**src/rtl/sdr_pkg.sv**
```systemverilog
// Shared definitions for the SDRAM controller slice: arbiter state codes,
// command-bus owner codes and SDRAM command encodings used by the sequencers.
package sdr_pkg;

  typedef logic [2:0] state_t;
  typedef logic [1:0] owner_t;

  localparam state_t S_INIT = 3'd0;
  localparam state_t S_IDLE = 3'd1;
  localparam state_t S_REF  = 3'd2;
  localparam state_t S_RD   = 3'd3;
  localparam state_t S_WR   = 3'd4;

  localparam owner_t OWN_NONE = 2'd0;
  localparam owner_t OWN_RD   = 2'd1;
  localparam owner_t OWN_WR   = 2'd2;
  localparam owner_t OWN_REF  = 2'd3;

  // {cs_n, ras_n, cas_n, we_n}
  typedef enum logic [3:0] {
    CMD_MRS  = 4'b0000,
    CMD_REF  = 4'b0001,
    CMD_PRE  = 4'b0010,
    CMD_ACT  = 4'b0011,
    CMD_WR   = 4'b0100,
    CMD_RD   = 4'b0101,
    CMD_BST  = 4'b0110,
    CMD_NOP  = 4'b0111,
    CMD_DESL = 4'b1111
  } sdr_cmd_e;

  function automatic owner_t state_owner(input state_t st);
    case (st)
      S_REF:   return OWN_REF;
      S_RD:    return OWN_RD;
      S_WR:    return OWN_WR;
      default: return OWN_NONE;
    endcase
  endfunction

endpackage

```
**src/rtl/sdr_arb_if.sv**
```systemverilog
// Handshake bundle between the command-bus arbiter, the user request ports
// and the read/write/refresh sequencers.
interface sdr_arb_if;

  logic       rd_req;
  logic       wr_req;
  logic       rd_done;
  logic       wr_done;
  logic       ref_done;
  logic       rd_start;
  logic       wr_start;
  logic       ref_start;
  logic       rd_ack;
  logic       wr_ack;
  logic [1:0] owner;
  logic       busy;
  logic       err;

  modport master (
    input  rd_req, wr_req, rd_done, wr_done, ref_done,
    output rd_start, wr_start, ref_start, rd_ack, wr_ack, owner, busy, err
  );

  modport slave (
    output rd_req, wr_req, rd_done, wr_done, ref_done,
    input  rd_start, wr_start, ref_start, rd_ack, wr_ack, owner, busy, err
  );

endinterface

```
**src/rtl/sdr_ref_timer.sv**
```systemverilog
// Auto-refresh interval timer: raises ref_pend once per REF_CYCLES while
// init_done is high, and flags an overrun if the previous request is unserved.
module sdr_ref_timer #(
  parameter int REF_CYCLES = 1300
) (
  input  logic clk,
  input  logic rst_n,
  input  logic init_done,
  input  logic ref_clr,
  output logic ref_pend,
  output logic overrun
);

  localparam int CW = (REF_CYCLES > 1) ? $clog2(REF_CYCLES) : 1;

  logic [CW-1:0] cnt;
  logic          tc;

  assign tc = init_done && (cnt == CW'(REF_CYCLES - 1));

  // A pending request being granted on the same edge is not an overrun.
  assign overrun = tc && ref_pend && !ref_clr;

  always_ff @(posedge clk or negedge rst_n) begin
    if (!rst_n) begin
      cnt      <= '0;
      ref_pend <= 1'b0;
    end else if (!init_done) begin
      cnt      <= '0;
      ref_pend <= 1'b0;
    end else begin
      cnt <= tc ? '0 : cnt + CW'(1);
      if (tc)           ref_pend <= 1'b1;
      else if (ref_clr) ref_pend <= 1'b0;
    end
  end

endmodule

```
**src/rtl/sdr_arb.sv**
```systemverilog
// SDRAM command-bus arbiter: grants refresh, write and read sequencers one at
// a time, with an operation timeout. Define SDR_ARB_RR_EN for round-robin rd/wr.
//
// state  | meaning
// S_INIT | waiting for power-up init, requests ignored
// S_IDLE | arbitrating, one grant per cycle
// S_REF  | refresh sequencer owns the bus
// S_RD   | read sequencer owns the bus
// S_WR   | write sequencer owns the bus
module sdr_arb
  import sdr_pkg::*;
#(
  parameter int REF_CYCLES = 1300,
  parameter int TO_CYCLES  = 64
) (
  input  logic      clk,
  input  logic      rst_n,
  input  logic      init_done,
  sdr_arb_if.master bus
);

  localparam int TW = (TO_CYCLES > 1) ? $clog2(TO_CYCLES) : 1;

  state_t        state;
  state_t        state_nxt;
  logic [TW-1:0] to_cnt;
  logic          op_state;
  logic          op_done;
  logic          to_hit;
  logic          timeout;
  logic          grant_rd;
  logic          grant_wr;
  logic          grant_ref;
  logic          pick_wr;
  logic          ref_pend;
  logic          overrun;
  logic          rd_start_q;
  logic          wr_start_q;
  logic          ref_start_q;
  logic          err_q;

`ifdef SDR_ARB_RR_EN
  logic last_wr;

  // On a rd/wr tie the side granted last time yields.
  assign pick_wr = bus.wr_req && (!bus.rd_req || !last_wr);

  always_ff @(posedge clk or negedge rst_n) begin
    if (!rst_n)        last_wr <= 1'b0;
    else if (grant_wr) last_wr <= 1'b1;
    else if (grant_rd) last_wr <= 1'b0;
  end
`else
  assign pick_wr = bus.wr_req;
`endif

  sdr_ref_timer #(
    .REF_CYCLES (REF_CYCLES)
  ) u_ref_timer (
    .clk       (clk),
    .rst_n     (rst_n),
    .init_done (init_done),
    .ref_clr   (grant_ref),
    .ref_pend  (ref_pend),
    .overrun   (overrun)
  );

  assign op_state = (state == S_REF) || (state == S_RD) || (state == S_WR);
  assign op_done  = ((state == S_REF) && bus.ref_done) ||
                    ((state == S_RD)  && bus.rd_done)  ||
                    ((state == S_WR)  && bus.wr_done);
  assign to_hit   = (to_cnt == TW'(TO_CYCLES - 1));

  always_comb begin
    state_nxt = state;
    grant_rd  = 1'b0;
    grant_wr  = 1'b0;
    grant_ref = 1'b0;
    timeout   = 1'b0;
    if (!init_done) begin
      state_nxt = S_INIT;
    end else begin
      case (state)
        S_INIT: state_nxt = S_IDLE;
        S_IDLE: begin
          if (ref_pend) begin
            grant_ref = 1'b1;
            state_nxt = S_REF;
          end else if (pick_wr) begin
            grant_wr  = 1'b1;
            state_nxt = S_WR;
          end else if (bus.rd_req) begin
            grant_rd  = 1'b1;
            state_nxt = S_RD;
          end
        end
        S_REF, S_RD, S_WR: begin
          // A done arriving on the last allowed cycle still counts as success.
          if (op_done) begin
            state_nxt = S_IDLE;
          end else if (to_hit) begin
            timeout   = 1'b1;
            state_nxt = S_IDLE;
          end
        end
        default: state_nxt = S_INIT;
      endcase
    end
  end

  always_ff @(posedge clk or negedge rst_n) begin
    if (!rst_n) begin
      state       <= S_INIT;
      to_cnt      <= '0;
      rd_start_q  <= 1'b0;
      wr_start_q  <= 1'b0;
      ref_start_q <= 1'b0;
      err_q       <= 1'b0;
    end else begin
      state       <= state_nxt;
      to_cnt      <= (op_state && (state_nxt == state)) ? to_cnt + TW'(1) : '0;
      rd_start_q  <= grant_rd;
      wr_start_q  <= grant_wr;
      ref_start_q <= grant_ref;
      err_q       <= err_q | timeout | overrun;
    end
  end

  assign bus.rd_start  = rd_start_q;
  assign bus.rd_ack    = rd_start_q;
  assign bus.wr_start  = wr_start_q;
  assign bus.wr_ack    = wr_start_q;
  assign bus.ref_start = ref_start_q;
  assign bus.owner     = state_owner(state);
  assign bus.busy      = (state != S_IDLE);
  assign bus.err       = err_q;

endmodule

```
**src/flat_wrapper.sv**
```systemverilog
// flat-port wrapper written by rule: the top's interface ports become plain ports
module sdr_arb_flat import sdr_pkg::*;
#(
  parameter int REF_CYCLES = 1300,
  parameter int TO_CYCLES  = 64
)
  (clk, rst_n, init_done, bus_rd_req, bus_wr_req, bus_rd_done, bus_wr_done, bus_ref_done, bus_rd_start, bus_wr_start, bus_ref_start, bus_rd_ack, bus_wr_ack, bus_owner, bus_busy, bus_err);
  sdr_arb_if bus_i ();
  input  logic clk;
  input  logic rst_n;
  input  logic init_done;
  input wire logic [$bits(bus_i.rd_req)-1:0] bus_rd_req;
  input wire logic [$bits(bus_i.wr_req)-1:0] bus_wr_req;
  input wire logic [$bits(bus_i.rd_done)-1:0] bus_rd_done;
  input wire logic [$bits(bus_i.wr_done)-1:0] bus_wr_done;
  input wire logic [$bits(bus_i.ref_done)-1:0] bus_ref_done;
  output wire logic [$bits(bus_i.rd_start)-1:0] bus_rd_start;
  output wire logic [$bits(bus_i.wr_start)-1:0] bus_wr_start;
  output wire logic [$bits(bus_i.ref_start)-1:0] bus_ref_start;
  output wire logic [$bits(bus_i.rd_ack)-1:0] bus_rd_ack;
  output wire logic [$bits(bus_i.wr_ack)-1:0] bus_wr_ack;
  output wire logic [$bits(bus_i.owner)-1:0] bus_owner;
  output wire logic [$bits(bus_i.busy)-1:0] bus_busy;
  output wire logic [$bits(bus_i.err)-1:0] bus_err;
  assign bus_i.rd_req = bus_rd_req;
  assign bus_i.wr_req = bus_wr_req;
  assign bus_i.rd_done = bus_rd_done;
  assign bus_i.wr_done = bus_wr_done;
  assign bus_i.ref_done = bus_ref_done;
  assign bus_rd_start = bus_i.rd_start;
  assign bus_wr_start = bus_i.wr_start;
  assign bus_ref_start = bus_i.ref_start;
  assign bus_rd_ack = bus_i.rd_ack;
  assign bus_wr_ack = bus_i.wr_ack;
  assign bus_owner = bus_i.owner;
  assign bus_busy = bus_i.busy;
  assign bus_err = bus_i.err;
  sdr_arb #(.REF_CYCLES(REF_CYCLES), .TO_CYCLES(TO_CYCLES)) u_core (.clk(clk), .rst_n(rst_n), .init_done(init_done), .bus(bus_i));
endmodule
```
**config.mk**
```make
export PLATFORM = sky130hd
export DESIGN_NAME = sdr_arb_flat
export DESIGN_NICKNAME = d
export VERILOG_FILES = /design/src/rtl/sdr_pkg.sv /design/src/rtl/sdr_arb_if.sv /design/src/rtl/sdr_ref_timer.sv /design/src/rtl/sdr_arb.sv /design/src/flat_wrapper.sv
export SDC_FILE = /design/constraint.sdc
export NUM_CORES = 1
export LEC_CHECK = 0
export CORE_MARGIN = 2
export CORE_UTILIZATION = 30
export CTS_BUF_LIST = sky130_fd_sc_hd__clkbuf_4 sky130_fd_sc_hd__clkbuf_8 sky130_fd_sc_hd__clkbuf_16
export DETAILED_ROUTE_END_ITERATION = 8
export PLACE_DENSITY_LB_ADDON = 0.1
export SYNTH_ARGS = -nofsm -noshare
export SYNTH_HDL_FRONTEND = slang
export SYNTH_HIERARCHICAL = 1
export SYNTH_SLANG_ARGS = --single-unit
export TNS_END_PERCENT = 50
```
**constraint.sdc**
```tcl
create_clock -name clk -period 1.7 [get_ports clk]
set_input_delay 0.255 -clock clk [delete_from_list [all_inputs] [get_ports clk]]
set_output_delay 0.255 -clock clk [all_outputs]
set_load 0.005 [all_outputs]
```
==> out/qor.csv <==
metric,value,unit
routed length per placed instance,13.0,um
total number of H-tree levels,1,
pre-CTS setup slack,-0.0105,ns
Max Freq,632,MHz
minimum clock period,1.58,ns
buffers added on ports,16,
placed instance area,1540,um^2
CP required,1.44,ns
drt via density,5.05,
Post-Place Cells,195,
vias in the first global route,1005,
ANT cells,0,
Worst setup SP type,flip-flop,
P_leak,0.675,nW
syn nets,136,
number of DRC markers in iteration 0,65,
Setup CP Type,flip-flop to primary output,
CTS Buf Count,3,
worst skew pair latency,0.27,ns
count of cell types in the netlist,46,
PnR worst setup slack,0.117,ns
CTS tree,done,
core area,4090,um^2
Root Driver,clkbuf_8,
Max-Cap Viols,0,
RSZ-0062 raised after global routing,false,
final cell count without fillers,203,
Via Count,1025,
pin count of the biggest net entering global routing,26,
share of cells above drive strength 1,19.6,%
crit-path max cell delay,0.43,ns
fin. max-slew vios,0,
Initial Util,31.7,%
area delta synth->final,25.2,%
die area,4860,um^2
Synth Cell Area,1300,um^2
"Seq/Total Area, Yosys",48.3,%
Post-DRT Antenna Nets,0,
Tcrit/Tclk final,93.1,%
hpwl dp,1.96,mm
fin area,1620,um^2
"Hold Vio Cnt, Final",0,
initial antenna violation count,0,
All-Layer GR Usage,11.7,%
CTS Buffer Depth,2,
reg-to-reg endpoint,u_core/u_ref_timer/cnt[10],
relative max-transition margin,72.9,%
Hold Buf Count CTS,0,
worst-path fanout max,4,
"CTS clk-pin slew, worst paths",0.09,ns
Ports,17,
worst path cell trace,buf_4 > or2b_1 > a21oi_1 > clkbuf_2,
R2R Setup Slk,0.18,ns
min-delay worst type,primary input to asynchronous set/reset pin,
router iterations before antenna repair,4,
clk sinks,25,
# rows,23,
Critical Path AT,1.33,ns
Worst path slowest cell,dfrtp_2,
Synth Instances,126,
clk_skew,0.00471,ns
GR Overflow Total,0,
synthesis warning total,6,
Tot Pwr,1.15,mW
Post-Route Utilization,39.7,%
number of remaining DRC errors,0,
Total Wirelength,2.64,mm
status,"complete, no violations",
reg2reg path depth,4,
Placer Congestion,0.836,
Nets,164,
PwrDens,710,nW/um^2
final setup vio count,0,
Worst R2R Start,u_core/u_ref_timer/cnt[0],
measured slew at the worst slew-check pin,0.401,ns
Die Ht,69.7,um
Worst Setup End Kind,primary output,
Chip Width,69.7,um
post-synthesis register bit count,25,
Avg Inst Size Synth,10.3,um^2
first-pass GRT wire length,4.60,mm
Worst VDD drop,449,uV
[final cells by class]
class	instances	area (um^2)
clock buffer	3	41.3
timing repair buffer	26	231
tap	50	62.6
sequential	25	628
multi-input combinational	92	629
clock inverter	1	7.51
inverter	6	22.5
fill	414	2460
[metrics by stage]
step | hold slack, ns | setup TNS [ns]
after floorplan | -0.0406 | 0
after global placement | 0.481 | 0
after detailed placement | 0.491 | -0.0105
after CTS | 0.342 | -0.118
after global routing | 0.352 | 0
final | 0.339 | 0
[Yosys cell counts (all sizes together)]
master | instances | share of area, %
or3 | 5 | 2.6
and3 | 2 | 0.97
nand2b | 2 | 0.97
inv | 6 | 1.7
nand3 | 7 | 3.1
nand2 | 6 | 1.7
or2b | 1 | 0.58
buf | 3 | 1.5
a211oi | 1 | 0.97
dfrtp | 25 | 48
nand4 | 2 | 1.4
xnor2 | 3 | 2.0
nor3b | 2 | 1.2
o21ai | 7 | 2.7
o21bai | 1 | 0.58
nand3b | 1 | 0.58
ha | 2 | 1.9
and2b | 2 | 1.2
and3b | 1 | 0.68
nor2 | 9 | 2.6
or2 | 1 | 0.48
or4 | 2 | 1.4
and4b | 2 | 1.5
nand4bb | 1 | 0.87
nor2b | 1 | 0.48
nor3 | 5 | 1.9
mux2i | 1 | 0.77
nor4b | 1 | 0.68
and4bb | 1 | 0.97
o31ai | 4 | 2.3
o311a | 1 | 0.77
a31o | 1 | 0.68
o21ba | 1 | 0.77
xor2 | 3 | 2.0
o22ai | 2 | 0.97
a21oi | 9 | 3.8
o211ai | 2 | 2.2
[how the worst max path moves through the flow]
stage               depth (start not counted)                    endpoint                 startpoint
floorplan                                   4  u_core/u_ref_timer/cnt[10]  u_core/u_ref_timer/cnt[0]
global placement                            6              u_core/bus.err                  init_done
detailed placement                          6              u_core/bus.err                  init_done
CTS                                         3                    bus_busy            u_core/state[1]
global route                                5              u_core/bus.err  u_core/u_ref_timer/cnt[5]
finish                                      4                bus_owner[1]            u_core/state[1]
[placed cells by master (no fill, tap or decap), drive strengths merged, types with 3 or more instances in the layout]
cell type,count
dfrtp,25
clkdlybuf4s50,13
buf,10
nor2,9
a21oi,9
o21ai,7
nand3,7
nand2,6
inv,6
nor3,5
or3,5
o31ai,4
clkbuf,4
xor2,3
xnor2,3
[metal layers]
metal	vias up	global-route usage (%)	share of wire [%]	routed length (um)
met3	2	3.63	3.3	88
met1	500	14.9	48	1280
met5	-	0	0	0
met4	0	3.21	0.79	21
met2	13	19.3	48	1260
li1	510	-	-	-
[critical path, delay by kind of cell, from the launching register on]
family	cells	cell delay (ns)
flip-flops	1	0.43
AND/OR/NAND/NOR	1	0.21
buffers and inverters	2	0.28
AO/OA/AOI/OAI	1	0.14
[cells by family (layout without fill, tap and decap cells)]
kind of cell / count (synthesis) / after routing / share of synthesized area [%]
and+or+nand+nor: 54 / 54 / 26.0
adders and majority gates: 2 / 2 / 1.93
xor gates and xnor gates: 6 / 6 / 4.05
buffers and inverters: 9 / 36 / 3.28
muxes: 1 / 1 / 0.772
AOI/OAI and AO/OA: 29 / 29 / 15.7
DFF: 25 / 25 / 48.3
[flip-flops by register name (all words and copies together), names as in the netlist]
register                     cells
u_core/bus.ref_start             1
u_core/bus.wr_ack                1
u_core/to_cnt                    6
u_core/bus.err                   1
u_core/bus.rd_ack                1
u_core/u_ref_timer/ref_pend      1
u_core/u_ref_timer/cnt          11
u_core/state                     3
[timing repair]
| action | 4_1_cts | 5_1_grt |
|---|---|---|
| setup endpoints to repair | 3 | 1 |
| gates resized for setup | 3 | 5 |
| buffers inserted | 0 | 4 |
[where the power goes]
| group | switching (mW) | internal [mW] |
|---|---|---|
| clock | 0.188 | 0.166 |
| sequential | 0.0152 | 0.612 |
| combinational | 0.0817 | 0.0892 |
| total | 0.285 | 0.867 |
(Power assumes the default switching activity.)
